[config.mk]
export PLATFORM = sky130hd
export DESIGN_NAME = comp_out_seq_mux
export DESIGN_NICKNAME = d
export VERILOG_FILES = /design/src/rtl/frida_pkg.sv /design/src/rtl/rr_next_enabled.sv /design/src/rtl/comp_out_seq_mux.sv
export SDC_FILE = /design/constraint.sdc
export NUM_CORES = 1
export LEC_CHECK = 0
export ABC_AREA = 1
export CAP_MARGIN = 20
export CORE_MARGIN = 5
export CORE_UTILIZATION = 55
export DETAILED_ROUTE_END_ITERATION = 12
export GPL_TIMING_DRIVEN = 1
export PLACE_DENSITY = 0.79
export SLEW_MARGIN = 25
export SYNTH_ARGS = -nofsm -noshare
export SYNTH_HDL_FRONTEND = slang
export SYNTH_SLANG_ARGS = --single-unit
[constraint.sdc]
create_clock -name clk -period 4.62 [get_ports clk]
set_clock_uncertainty 0.05 [all_clocks]
set_input_delay 0.693 -clock clk [delete_from_list [all_inputs] [get_ports clk]]
set_output_delay 0.693 -clock clk [all_outputs]
set_load 0.05 [all_outputs]
[src/rtl/frida_pkg.sv]
// Shared constants for the comparator-output path: mode codes, packet FSM
// state encoding and the default packet header.
package frida_pkg;

    typedef logic [1:0] mode_t;

    localparam mode_t MODE_STATIC = 2'd0;
    localparam mode_t MODE_SCAN   = 2'd1;
    localparam mode_t MODE_PACKET = 2'd2;
    localparam mode_t MODE_OFF    = 2'd3;

    localparam logic [1:0] ST_IDLE = 2'd0;
    localparam logic [1:0] ST_HDR  = 2'd1;
    localparam logic [1:0] ST_DATA = 2'd2;

    localparam logic [3:0] HDR_DEFAULT = 4'b1010;

endpackage

[src/rtl/rr_next_enabled.sv]
// Combinational wrap-around priority finder: first set bit of ch_en at or
// after ptr, searching upward and wrapping to index 0.
module rr_next_enabled #(
    parameter int N_CH  = 16,
    parameter int SEL_W = $clog2(N_CH)
) (
    input  logic [N_CH-1:0]  ch_en,
    input  logic [SEL_W-1:0] ptr,
    output logic [SEL_W-1:0] idx,
    output logic             found
);

    logic [N_CH-1:0] rotated;
    int              sum;

    // Bit i of rotated corresponds to channel (ptr + i) mod N_CH.
    assign rotated = N_CH'({ch_en, ch_en} >> ptr);

    always_comb begin
        idx   = '0;
        found = 1'b0;
        sum   = 0;
        for (int i = N_CH - 1; i >= 0; i--) begin
            if (rotated[i]) begin
                found = 1'b1;
                sum   = int'(ptr) + i;
                if (sum >= N_CH) begin
                    sum = sum - N_CH;
                end
                idx = SEL_W'(sum);
            end
        end
    end

endmodule

[src/rtl/comp_out_seq_mux.sv]
// Comparator-output multiplexer driving the single LVDS TX data pad in
// STATIC, SCAN (round-robin) or PACKET (header + all channels) mode.
module comp_out_seq_mux
    import frida_pkg::*;
#(
    parameter int              N_CH  = 16,
    parameter int              SEL_W = $clog2(N_CH),
    parameter int              HDR_W = 4,
    parameter logic [HDR_W-1:0] HDR  = HDR_W'(HDR_DEFAULT)
) (
    input  logic             clk,
    input  logic             rst,
    input  logic [1:0]       mode,
    input  logic [SEL_W-1:0] static_sel,
    input  logic [N_CH-1:0]  ch_en,
    input  logic             cmp_strobe,
    input  logic [N_CH-1:0]  cmp_in,
    input  logic             clr_overrun,
    output logic             comp_out,
    output logic             comp_valid,
    output logic             frame_start,
    output logic             busy,
    output logic             overrun
);

    localparam int CNT_W = $clog2(N_CH + HDR_W);

    mode_t            mode_q;
    logic [1:0]       state_reg;
    logic [CNT_W-1:0] bit_cnt_reg;
    logic [N_CH-1:0]  shadow_reg;
    logic [SEL_W-1:0] ptr_reg;
    logic             out_reg;
    logic             valid_reg;
    logic             fs_reg;
    logic             overrun_reg;

    logic [SEL_W-1:0] scan_idx;
    logic             scan_found;
    logic [SEL_W-1:0] low_idx;
    logic             low_found;
    logic [SEL_W-1:0] ptr_next;
    logic             static_bit;
    logic [HDR_W-1:0] hdr_mask;
    logic             hdr_bit;
    logic             data_bit;
    logic             pkt_bit;
    logic             hdr_last;
    logic             last_data;
    logic             pkt_accept;
    logic             pkt_drop;

    rr_next_enabled #(.N_CH(N_CH), .SEL_W(SEL_W)) u_scan_find (
        .ch_en (ch_en),
        .ptr   (ptr_reg),
        .idx   (scan_idx),
        .found (scan_found)
    );

    rr_next_enabled #(.N_CH(N_CH), .SEL_W(SEL_W)) u_low_find (
        .ch_en (ch_en),
        .ptr   ('0),
        .idx   (low_idx),
        .found (low_found)
    );

    assign ptr_next   = (int'(scan_idx) == N_CH - 1) ? '0 : scan_idx + SEL_W'(1);
    assign static_bit = (int'(static_sel) < N_CH) ? cmp_in[static_sel] : 1'b0;

    assign hdr_mask = (HDR_W'(1) << (HDR_W - 1)) >> bit_cnt_reg;
    assign hdr_bit  = |(HDR & hdr_mask);
    assign data_bit = shadow_reg[bit_cnt_reg[SEL_W-1:0]];
    assign pkt_bit  = (state_reg == ST_HDR) ? hdr_bit : data_bit;

    assign hdr_last  = (state_reg == ST_HDR)  && (bit_cnt_reg == CNT_W'(HDR_W - 1));
    assign last_data = (state_reg == ST_DATA) && (bit_cnt_reg == CNT_W'(N_CH - 1));

    // A strobe in the final data cycle chains straight into the next packet.
    assign pkt_accept = cmp_strobe && (mode_q == MODE_PACKET) &&
                        ((state_reg == ST_IDLE) || last_data);
    assign pkt_drop   = cmp_strobe && (state_reg != ST_IDLE) && !last_data;

    always_ff @(posedge clk) begin
        if (rst) begin
            state_reg   <= ST_IDLE;
            bit_cnt_reg <= '0;
            shadow_reg  <= '0;
        end else begin
            case (state_reg)
                ST_IDLE: begin
                    if (pkt_accept) begin
                        state_reg   <= ST_HDR;
                        bit_cnt_reg <= '0;
                        shadow_reg  <= cmp_in & ch_en;
                    end
                end
                ST_HDR: begin
                    if (hdr_last) begin
                        state_reg   <= ST_DATA;
                        bit_cnt_reg <= '0;
                    end else begin
                        bit_cnt_reg <= bit_cnt_reg + CNT_W'(1);
                    end
                end
                ST_DATA: begin
                    if (last_data) begin
                        bit_cnt_reg <= '0;
                        if (pkt_accept) begin
                            state_reg  <= ST_HDR;
                            shadow_reg <= cmp_in & ch_en;
                        end else begin
                            state_reg <= ST_IDLE;
                        end
                    end else begin
                        bit_cnt_reg <= bit_cnt_reg + CNT_W'(1);
                    end
                end
                default: begin
                    state_reg   <= ST_IDLE;
                    bit_cnt_reg <= '0;
                end
            endcase
        end
    end

    // Mode is frozen for the whole packet and picked up again as it ends.
    always_ff @(posedge clk) begin
        if (rst) begin
            mode_q <= MODE_OFF;
        end else if ((state_reg == ST_IDLE) || (last_data && !pkt_accept)) begin
            mode_q <= mode;
        end
    end

    always_ff @(posedge clk) begin
        if (rst) begin
            out_reg   <= 1'b0;
            valid_reg <= 1'b0;
            fs_reg    <= 1'b0;
            ptr_reg   <= '0;
        end else begin
            out_reg   <= 1'b0;
            valid_reg <= 1'b0;
            fs_reg    <= 1'b0;
            case (mode_q)
                MODE_STATIC: begin
                    out_reg   <= static_bit;
                    valid_reg <= cmp_strobe;
                    fs_reg    <= cmp_strobe;
                end
                MODE_SCAN: begin
                    if (cmp_strobe && scan_found) begin
                        out_reg   <= cmp_in[scan_idx];
                        valid_reg <= 1'b1;
                        fs_reg    <= low_found && (scan_idx == low_idx);
                        ptr_reg   <= ptr_next;
                    end
                end
                default: begin
                end
            endcase
        end
    end

    always_ff @(posedge clk) begin
        if (rst) begin
            overrun_reg <= 1'b0;
        end else if (pkt_drop) begin
            overrun_reg <= 1'b1;
        end else if (clr_overrun) begin
            overrun_reg <= 1'b0;
        end
    end

    assign busy        = (state_reg != ST_IDLE);
    assign comp_out    = busy ? pkt_bit : out_reg;
    assign comp_valid  = busy | valid_reg;
    assign frame_start = busy ? ((state_reg == ST_HDR) && (bit_cnt_reg == '0)) : fs_reg;
    assign overrun     = overrun_reg;

endmodule

==> impl_metrics.json, run 1 <==
{
  "io-pin-count": 47,
  "wl_per_cell_um": 15.1,
  "power.density_nw_per_um2": 467,
  "drtIter0Drc": 406,
  "post_cts_buffers": 0,
  "whs_ns": 0.418,
  "design.die.area_um2": 9190,
  "start_kind": "primary input",
  "worst_ep_required_time_ns": 4.79,
  "vias_per_cell": 5.71,
  "synth_common_cells": "193 x nand2_1, 103 x nand3_1, 88 x inv_1, 51 x o21ai_0, 46 x a21oi_1",
  "worstPathCellList": "clkdlybuf4s50_1 > nand2_1 > nand3_1 > nand3_1 > nand3_1 > nand2_1 > inv_1 > a21oi_1 > nand2_1 > nand2_1 > nand2_1 > nand2_1 > nand2_1 > nand2_2 > nand2_4 > nand2_4 > inv_1 > nand2_1 > nand2_1 > nor2_1 > o21ai_1 > nor2_1 > nand2_1 > o21ai_1",
  "row_count": 31,
  "hold_viol": 0,
  "power_frac_seq_pct": 16.7,
  "setup_viol": 0,
  "p_leak_uw": 0.00219,
  "cts_sinks": 33,
  "postSynth.asyncResetShare_pct": 0,
  "area_growth_pct": 13.5,
  "syn_area_per_cell_um2": 5.73,
  "largest_reg_flops": 16,
  "placed_area_um2": 4520,
  "core_area_um2": 7210,
  "cp_common_cell": "nand2_1",
  "worst_pin_slew_ns": 0.989,
  "synth_cells": 708,
  "detail-route-antenna-nets": 0,
  "yosysMostFrequentCell": "nand2_1",
  "crit_family": "simple AND/OR/NAND/NOR gates",
  "numCtsBuffers": 5,
  "yosysWarnings": 0,
  "cp_max_fo": 16,
  "cp_slowest_cell": "clkdlybuf4s50_1",
  "gp_congestion": 0.987,
  "ys_types": 40,
  "synth_area_leader_cell": "nand2_1",
  "synth_flop_cell": "dfxtp_1",
  "die_x_um": 95.9,
  "dp_hpwl_mm": 9.91,
  "htree_levels": 2,
  "p_int_uw": 939,
  "finalCritPeriodShare_pct": 73.5,
  "synth_area_um2": 4060,
  "final_cell_area_um2": 4610,
  "vias": 4808,
  "cts_root_buf": "clkbuf_8",
  "num-fill-cells": 713,
  "synth-edff-count": 0,
  "path_buf_inv": 3,
  "power_frac_clock_pct": 9.9,
  "rsz0062_at_grt": "false",
  "diodes": 0,
  "post-route-min-period_ns": 3.40,
  "max_stage_delay_ns": 0.59,
  "layout.nets": 798,
  "min_path_type": "register to register",
  "clkTransAtPathRegs_ns": 0.07,
  "clock_latency_ns": 0.29,
  "power_frac_comb_pct": 73.4,
  "fin_setup_tns_ns": 0,
  "holdPathStages": 2,
  "worstPathArrival_ns": 3.57,
  "wl_mm": 12.7,
  "peakVddDrop_v": 0.000185,
  "dr.pass1.iters": 7,
  "grt.overflow.total": 0,
  "cts.repair.resized": 0,
  "initial_core_util_pct": 56.2,
  "grt_pass1_vias": 4399,
  "die_h_um": 95.9,
  "final-seq-area_um2": 661,
  "max-clock-path-buffers": 2,
  "ff2ff_path_depth": 27,
  "path_class": "primary input to register",
  "drc": 0,
  "status": "finished, final reports clean",
  "grt_pass1_wl_mm": 20.9,
  "globalRouteTotalUtil_pct": 28.7,
  "slew_headroom_pct": 33.9,
  "multiInputGateArea_um2": 2870,
  "path_depth": 24,
  "max-cap-violations": 0,
  "crit_path_end_kind": "register",
  "ys_seq_elements": 33,
  "antenna_found_initial": 0,
  "ys_seq_area_share_pct": 16.3,
  "grt_max_degree": 27,
  "port_buffers": 46,
  "synth_top_area_share_pct": 17.9,
  "drv_slew": 0,
  "netlist_top_cells_area": "nand2_1 18%, dfxtp_1 16%, nand3_1 13%",
  "max_freq_ghz": 0.294,
  "cts_tree": "built",
  "swShare_pct": 56.3,
  "drive_gt1_share_pct": 8.88,
  "cts_hold_buf": 0,
  "power.net_switching_uw": 1210,
  "syn_nets": 764
}
[layer usage]
metal  routed length [um]  part of all wire (%)  vias to the layer above  GRT usage (%)
met5                    0                     0                        -              0
met2                 5260                    41                      277           43.4
met3                 1420                    11                       19           6.02
li1                     -                     -                     2401              -
met4                  171                   1.3                        0           5.81
met1                 5870                    46                     2111           41.9
[worst register-to-register path: stages (launching register included)]
cell	delay, ns
dfxtp_1	0.31
inv_1	0.62
nand3_1	0.28
nand3_1	0.22
nand2_1	0.07
nand2_1	0.07
nand2_2	0.10
nor2_1	0.10
nand2_1	0.06
nand3_1	0.08
nand2_1	0.06
nand2_1	0.05
nand2_1	0.05
nand2_1	0.06
nand2_1	0.05
nand2_1	0.06
nand2_1	0.05
nand2_1	0.05
nand2_1	0.04
nand2_1	0.07
nand2_2	0.06
nand2_4	0.08
nand2_2	0.12
nor2_4	0.14
nand2_1	0.07
xnor2_1	0.13
o21ai_1	0.11
inv_1	0.04
[power by group through the flow]
stage               Clock (uW)  Sequential [uW]  Combinational (uW)
floorplan                    0              360                1210
global placement             0              363                1540
detailed placement           0              365                1540
CTS                        216              359                1550
global route               231              365                1770
finish                     213              360                1580
[through the flow]
step | std cells | setup WS [ns] | util (%) | total power (uW)
2_1_floorplan | 708 | 1.79 | - | 1570
3_3_place_gp | 834 | 0.988 | 62.7 | 1900
3_5_place_dp | 834 | 0.962 | 62.7 | 1910
4_1_cts | 842 | 1.25 | 63.8 | 2130
5_1_grt | 842 | 0.889 | 63.8 | 2360
6_report | 842 | 1.22 | 63.8 | 2150
[placed cells by master, fill, tap and decap left out]
cell and n:
nand2_1 193, nand3_1 103, inv_1 88, o21ai_0 51
a21oi_1 46, clkdlybuf4s50_1 46, nor2_1 44, dfxtp_1 33
nand3_2 15, o21ai_1 15, ha_1 14, nand2_2 12
nand2_4 9, inv_2 6, o22ai_1 6, buf_4 6
o211ai_1 5, nor4_1 5, clkbuf_8 5, xnor2_1 4
o21ai_2 4, xor2_1 4, a31oi_1 4, a21oi_2 3
nand3b_1 3, nor2_4 2, nand4_1 2, o31ai_1 2
clkinv_2 2, a32oi_1 1, or3_1 1, a211oi_1 1
a22o_1 1, a21o_1 1, a311oi_1 1, a311o_1 1
inv_6 1, or2_2 1, nor3_1 1, clkbuf_1 1
[area by class of cell]
cell class              count  area share, %
multi-input cells         555           62.3
repair buffers             52           11.0
flip-flops and latches     33           14.3
clock inverters             2          0.217
well taps                  99           2.69
clock buffers               6           1.58
inverters                  95           7.85
[cell families after synthesis]
kind of cell,Yosys count,synth area share (%)
AOI/OAI and AO/OA,142,19.4
xor gates and xnor gates,8,1.73
adders and majority gates,14,4.32
buffers and inverters,120,12.9
DFF,33,16.3
and+or+nand+nor,391,45.3
[final timing paths]
path                                startpoint             end  slack (ns)
worst max-delay path                  ch_en[1]          fs_reg        1.22
worst min-delay path            shadow_reg[15]  shadow_reg[15]        0.42
worst max register to register      ptr_reg[1]      ptr_reg[3]        1.26
worst min register to register  shadow_reg[15]  shadow_reg[15]        0.42
(Power assumes the default switching activity.)
==> inputs of run 2 (changes only) <==
==> constraint.sdc (replaced) <==
create_clock -name clk -period 3.2 [get_ports clk]
set_clock_uncertainty 0.05 [all_clocks]
set_input_delay 0.48 -clock clk [delete_from_list [all_inputs] [get_ports clk]]
set_output_delay 0.48 -clock clk [all_outputs]
set_load 0.05 [all_outputs]
==> impl_metrics.json, run 2 (synthesis results as in run 1) <==
{
  "layout_common_cells": "188 x nand2_1, 100 x nand3_1, 88 x inv_1, 51 x o21ai_0, 46 x a21oi_1",
  "clock_latency_ns": 0.29,
  "power_frac_comb_pct": 72.9,
  "grt_max_degree": 27,
  "worst_pin_slew_ns": 0.711,
  "core_area_um2": 7210,
  "max-clock-path-buffers": 2,
  "dr.pass1.iters": 7,
  "finalNonFillerCells": 879,
  "worst_ep_required_time_ns": 2.67,
  "grt_pass1_vias": 4670,
  "cts_hold_buf": 0,
  "diodes": 0,
  "layout.nets": 835,
  "drive_gt1_share_pct": 14.4,
  "numCtsBuffers": 5,
  "vias": 5013,
  "slew_headroom_pct": 52.6,
  "die_x_um": 95.9,
  "final_core_util_pct": 69.5,
  "max_freq_ghz": 0.339,
  "power.net_switching_uw": 1830,
  "p_leak_uw": 0.00256,
  "power_frac_clock_pct": 11.9,
  "post-route-min-period_ns": 2.95,
  "multiInputGateArea_um2": 2900,
  "die_h_um": 95.9,
  "design.die.area_um2": 9190,
  "final-seq-area_um2": 662,
  "wl_mm": 13.2,
  "peakVddDrop_v": 0.000304,
  "min_path_type": "register to register",
  "drv_slew": 0,
  "fin_setup_tns_ns": 0,
  "cp_max_fo": 4,
  "drc": 0,
  "num-fill-cells": 686,
  "globalRouteTotalUtil_pct": 29.7,
  "crit_path_end_kind": "output port",
  "hold_viol": 0,
  "row_count": 31,
  "grt_pass1_wl_mm": 21.8,
  "port_buffers": 46,
  "drtIter0Drc": 423,
  "worstPathArrival_ns": 2.42,
  "setup_viol": 0,
  "detail-route-antenna-nets": 0,
  "p_int_uw": 1600,
  "gp_congestion": 1.04,
  "antenna_found_initial": 0,
  "path_class": "register to output port",
  "io-pin-count": 47,
  "finalCritPeriodShare_pct": 92.3,
  "largest_reg_flops": 16,
  "power.density_nw_per_um2": 685,
  "mostFrequentLayoutCell": "nand2_1",
  "grt.overflow.total": 0,
  "area_growth_pct": 23.6,
  "initial_core_util_pct": 56.2,
  "wl_per_cell_um": 15.0,
  "vias_per_cell": 5.70,
  "clkTransAtPathRegs_ns": 0.07,
  "place_inst": 869,
  "dp_hpwl_mm": 10.4,
  "start_kind": "register",
  "cts_tree": "built",
  "max-cap-violations": 0,
  "cts_sinks": 33,
  "total_power_uw": 3440,
  "htree_levels": 2,
  "cts_root_buf": "clkbuf_8",
  "power_frac_seq_pct": 15.2,
  "swShare_pct": 53.3,
  "status": "finished, final reports clean"
}
## run 2: worst paths after layout
path / depth (start not counted) / end / startpoint / slack [ns]
min reg2reg: 2 / shadow_reg[2] / shadow_reg[2] / 0.41
min: 2 / shadow_reg[2] / shadow_reg[2] / 0.41
max: 7 / frame_start / state_reg[1] / 0.25
max reg2reg: 26 / out_reg / ptr_reg[0] / 0.25
## run 2: critical path, stage by stage, from the launching register on
cell	delay [ns]
dfxtp_1	0.35
inv_1	0.08
ha_1	0.21
inv_1	0.10
nor4_1	0.37
nand3_1	0.14
nand2_1	0.08
clkdlybuf4s50_1	0.79
## run 2: final cells by class
cell class,count,share of cell area [%]
Clock buffer,7,1.72
Sequential cell,33,13.2
Inverter,95,7.21
Multi-Input combinational cell,555,57.8
Tap cell,99,2.47
Timing Repair Buffer,89,16.9
Clock inverter,1,0.599
## run 2: routing by layer
metal | GRT usage, % | wire length [um] | vias to the layer above | share of wire [%]
met5 | 0 | 0 | - | 0
met4 | 7.23 | 182 | 0 | 1.4
met3 | 5.79 | 1380 | 23 | 10
met2 | 46.9 | 5760 | 285 | 44
met1 | 41.4 | 5890 | 2231 | 45
li1 | - | - | 2474 | -
## run 2: timing repair
action / CTS / global route
setup buffers: 0 / 2
gates resized for setup: 0 / 29
setup endpoints to repair: 0 / 6
## run 2: through the flow
stage                     hold slack [ns]  setup slack, ns  cell area (um2)
after floorplan                     0.392            0.587             4060
after detailed placement            0.404           -0.139             4800
after global placement              0.401          -0.0990             4800
after CTS                           0.414           0.0384             4910
final                               0.413            0.246             5010
after global routing                0.434          -0.0156             5010
## run 2: power groups by stage
stage	Clock, uW	Sequential, uW	Combinational, uW
after floorplan	0	519	1740
after global placement	0	524	2380
after detailed placement	0	527	2420
after CTS	413	517	2430
after global routing	430	527	2770
final	410	521	2500
==> inputs of run 3 (changes only) <==
--- a/config.mk
+++ b/config.mk
@@ -11,8 +11,10 @@
 export CORE_UTILIZATION = 55
 export DETAILED_ROUTE_END_ITERATION = 12
 export GPL_TIMING_DRIVEN = 1
-export PLACE_DENSITY = 0.79
+export PLACE_DENSITY = 0.76
+export RECOVER_POWER = 100
 export SLEW_MARGIN = 25
 export SYNTH_ARGS = -nofsm -noshare
 export SYNTH_HDL_FRONTEND = slang
+export SYNTH_HIERARCHICAL = 1
 export SYNTH_SLANG_ARGS = --single-unit
==> constraint.sdc (replaced) <==
create_clock -name clk -period 3.2 [get_ports clk]
set_clock_uncertainty 0.05 [all_clocks]
set_input_delay 0.96 -clock clk [delete_from_list [all_inputs] [get_ports clk]]
set_output_delay 0.96 -clock clk [all_outputs]
set_load 0.05 [all_outputs]
==> impl_metrics.json, run 3 <==
{
  "fin_setup_tns_ns": -0.436,
  "worstPathArrival_ns": 3.46,
  "largest_reg_flops": 16,
  "ys_seq_elements": 33,
  "detail-route-antenna-nets": 0,
  "globalRouteTotalUtil_pct": 29.9,
  "drc": 0,
  "ys_types": 53,
  "busiest_layer": "met2",
  "num-fill-cells": 955,
  "finalNonFillerCells": 1369,
  "port_buffers": 46,
  "diodes": 0,
  "die_x_um": 115,
  "layout.nets": 1292,
  "design.die.area_um2": 13300,
  "gr-usage-met2_pct": 47.1,
  "synth-adder-area-share_pct": 4.53,
  "finalCritPeriodShare_pct": 104,
  "dr.pass1.iters": 5,
  "yosysWarnings": 6,
  "grt_max_degree": 31,
  "ff2ff_path_depth": 26,
  "crit_start": "ch_en[13]",
  "wl_per_cell_um": 15.4,
  "min_path_type": "register to register",
  "cts_tree": "built",
  "cp_max_fo": 7,
  "drv_slew": 0,
  "placed_area_um2": 7250,
  "max_freq_ghz": 0.300,
  "dp_hpwl_mm": 15.5,
  "postSynth.asyncResetShare_pct": 0,
  "max-clock-path-buffers": 2,
  "crit_end": "ptr_reg[0]",
  "dp_worst_setup_slack_ns": -0.821,
  "clock_latency_ns": 0.29,
  "clkTransAtPathRegs_ns": 0.07,
  "final_cell_area_um2": 7910,
  "row_count": 38,
  "grt.overflow.total": 0,
  "power.density_nw_per_um2": 613,
  "area_growth_pct": 30.1,
  "slew_headroom_pct": 66.4,
  "synth_flop_cell": "dfxtp_1",
  "synth-edff-count": 0,
  "synth_common_cells": "294 x nand2_1, 182 x nand3_1, 135 x inv_1, 63 x o21ai_0, 46 x a21oi_1",
  "post-route-min-period_ns": 3.34,
  "vias_per_cell": 5.66,
  "htree_levels": 2,
  "synth_area_um2": 6080,
  "grt_pass1_wl_mm": 32.2,
  "netlist_top_cells_area": "nand2_1 18%, nand3_1 15%, dfxtp_1 11%",
  "r2r-start": "ptr_reg[0]",
  "numCtsBuffers": 5,
  "synth_cells": 1072,
  "wl_mm": 21.1,
  "vias": 7747,
  "synth-simple-area-share_pct": 51.0,
  "gp_congestion": 0.984,
  "p_leak_uw": 0.00407,
  "layout_common_cells": "269 x nand2_1, 151 x nand3_1, 131 x inv_1, 131 x buf_4",
  "total_power_uw": 4850,
  "synth-compound-area-share_pct": 16.7,
  "hold_viol": 0,
  "violations": "negative setup slack",
  "place_inst": 1333,
  "max-cap-violations": 0,
  "cts_sinks": 33,
  "status": "finished, violations left",
  "grt_util_met3_pct": 4.37,
  "syn_area_per_cell_um2": 5.67,
  "synth_xor_xnor_area_share_pct": 1.87,
  "drive_gt1_share_pct": 28.9,
  "core_area_um2": 10800,
  "start_kind": "primary input",
  "drtIter0Drc": 729,
  "timing.rr.end": "ptr_reg[0]",
  "cts_hold_buf": 0,
  "r2r_slack_ns": -0.05,
  "crit_path_end_kind": "register",
  "initial_core_util_pct": 56.1,
  "grt_pass1_vias": 6625,
  "synthMuxAreaShare_pct": 0,
  "setup_viol": 5,
  "mostFrequentLayoutCell": "nand2_1",
  "max_stage_delay_ns": 0.26,
  "yosysMostFrequentCell": "nand2_1",
  "worst_pin_slew_ns": 0.503,
  "layout_setup_ws_ns": -0.136,
  "synth_top_area_share_pct": 18.1,
  "peakVddDrop_v": 0.000567,
  "path_class": "primary input to register",
  "cts_root_buf": "clkbuf_8",
  "synth_area_leader_cell": "nand2_1",
  "rsz0062_at_grt": "true",
  "antenna_found_initial": 0,
  "grtUsageMet1_pct": 41.3,
  "synth_top_family_by_area": "simple AND/OR/NAND/NOR gates",
  "ys_seq_area_share_pct": 10.9,
  "cp_slowest_cell": "a21oi_4",
  "die_h_um": 115,
  "worst_ep_required_time_ns": 3.32,
  "io-pin-count": 47,
  "cp_common_cell": "nand2_1"
}
==> run 3: what timing repair did <==
action | 4_1_cts | 5_1_grt
buffers inserted | 13 | 14
setup endpoints to repair | 7 | 7
pin swaps | 38 | 35
resized for setup | 127 | 54
gates cloned | 1 | 0
==> run 3: how the worst min path moves through the flow <==
stage / startpoint / end / slack (ns) / cells after the start
2_1_floorplan: shadow_reg[4] / shadow_reg[4] / 0.39 / 2
3_3_place_gp: shadow_reg[15] / shadow_reg[15] / 0.40 / 2
3_5_place_dp: shadow_reg[15] / shadow_reg[15] / 0.40 / 2
4_1_cts: shadow_reg[15] / shadow_reg[15] / 0.41 / 2
5_1_grt: shadow_reg[5] / shadow_reg[5] / 0.44 / 2
6_report: shadow_reg[15] / shadow_reg[15] / 0.42 / 2
==> run 3: power breakdown <==
group	leakage (uW)	switching, uW	total [uW]	internal [uW]
sequential	0.000268	49.7	523	473
combinational	0.00374	2350	3920	1570
clock	0.0000585	151	405	254
==> run 3: kinds of logic (layout without fill, tap and decap cells) <==
| family | after synthesis | count (layout) |
|---|---|---|
| flops | 33 | 33 |
| buf+inv | 201 | 341 |
| compound gates | 164 | 164 |
| simple gates | 638 | 638 |
| other cells | 1 | 18 |
| fa+ha+maj | 22 | 22 |
| xor+xnor | 13 | 13 |
==> run 3: final cells by class <==
class	instances	area [um2]	area share, %
sequential	33	661	8.35
tap	140	175	2.21
timing repair buffer	173	1400	17.7
timing repair inverter	1	7.51	0.0949
multi-input combinational	855	4940	62.4
inverter	159	613	7.75
clock buffer	7	86.3	1.09
clock inverter	1	30.0	0.380
==> run 3: stage by stage <==
stage	hold slack [ns]	utilization [%]
floorplan	0.391	-
detailed placement	0.404	66.9
global route	0.444	73.0
global placement	0.403	66.9
finish	0.416	73.0
CTS	0.414	70.3
==> run 3: routing by layer <==
layer / wire length (um) / share of wire, %
met5: 0 / 0
met4: 852 / 4.0
met3: 1830 / 8.7
met2: 9350 / 44
met1: 9020 / 43
==> run 3: worst max-delay path, delay by kind of cell <==
kind	cells	cell delay, ns
compound gates	6	0.80
fa+ha+maj	1	0.18
buf+inv	3	0.38
simple gates	15	1.14
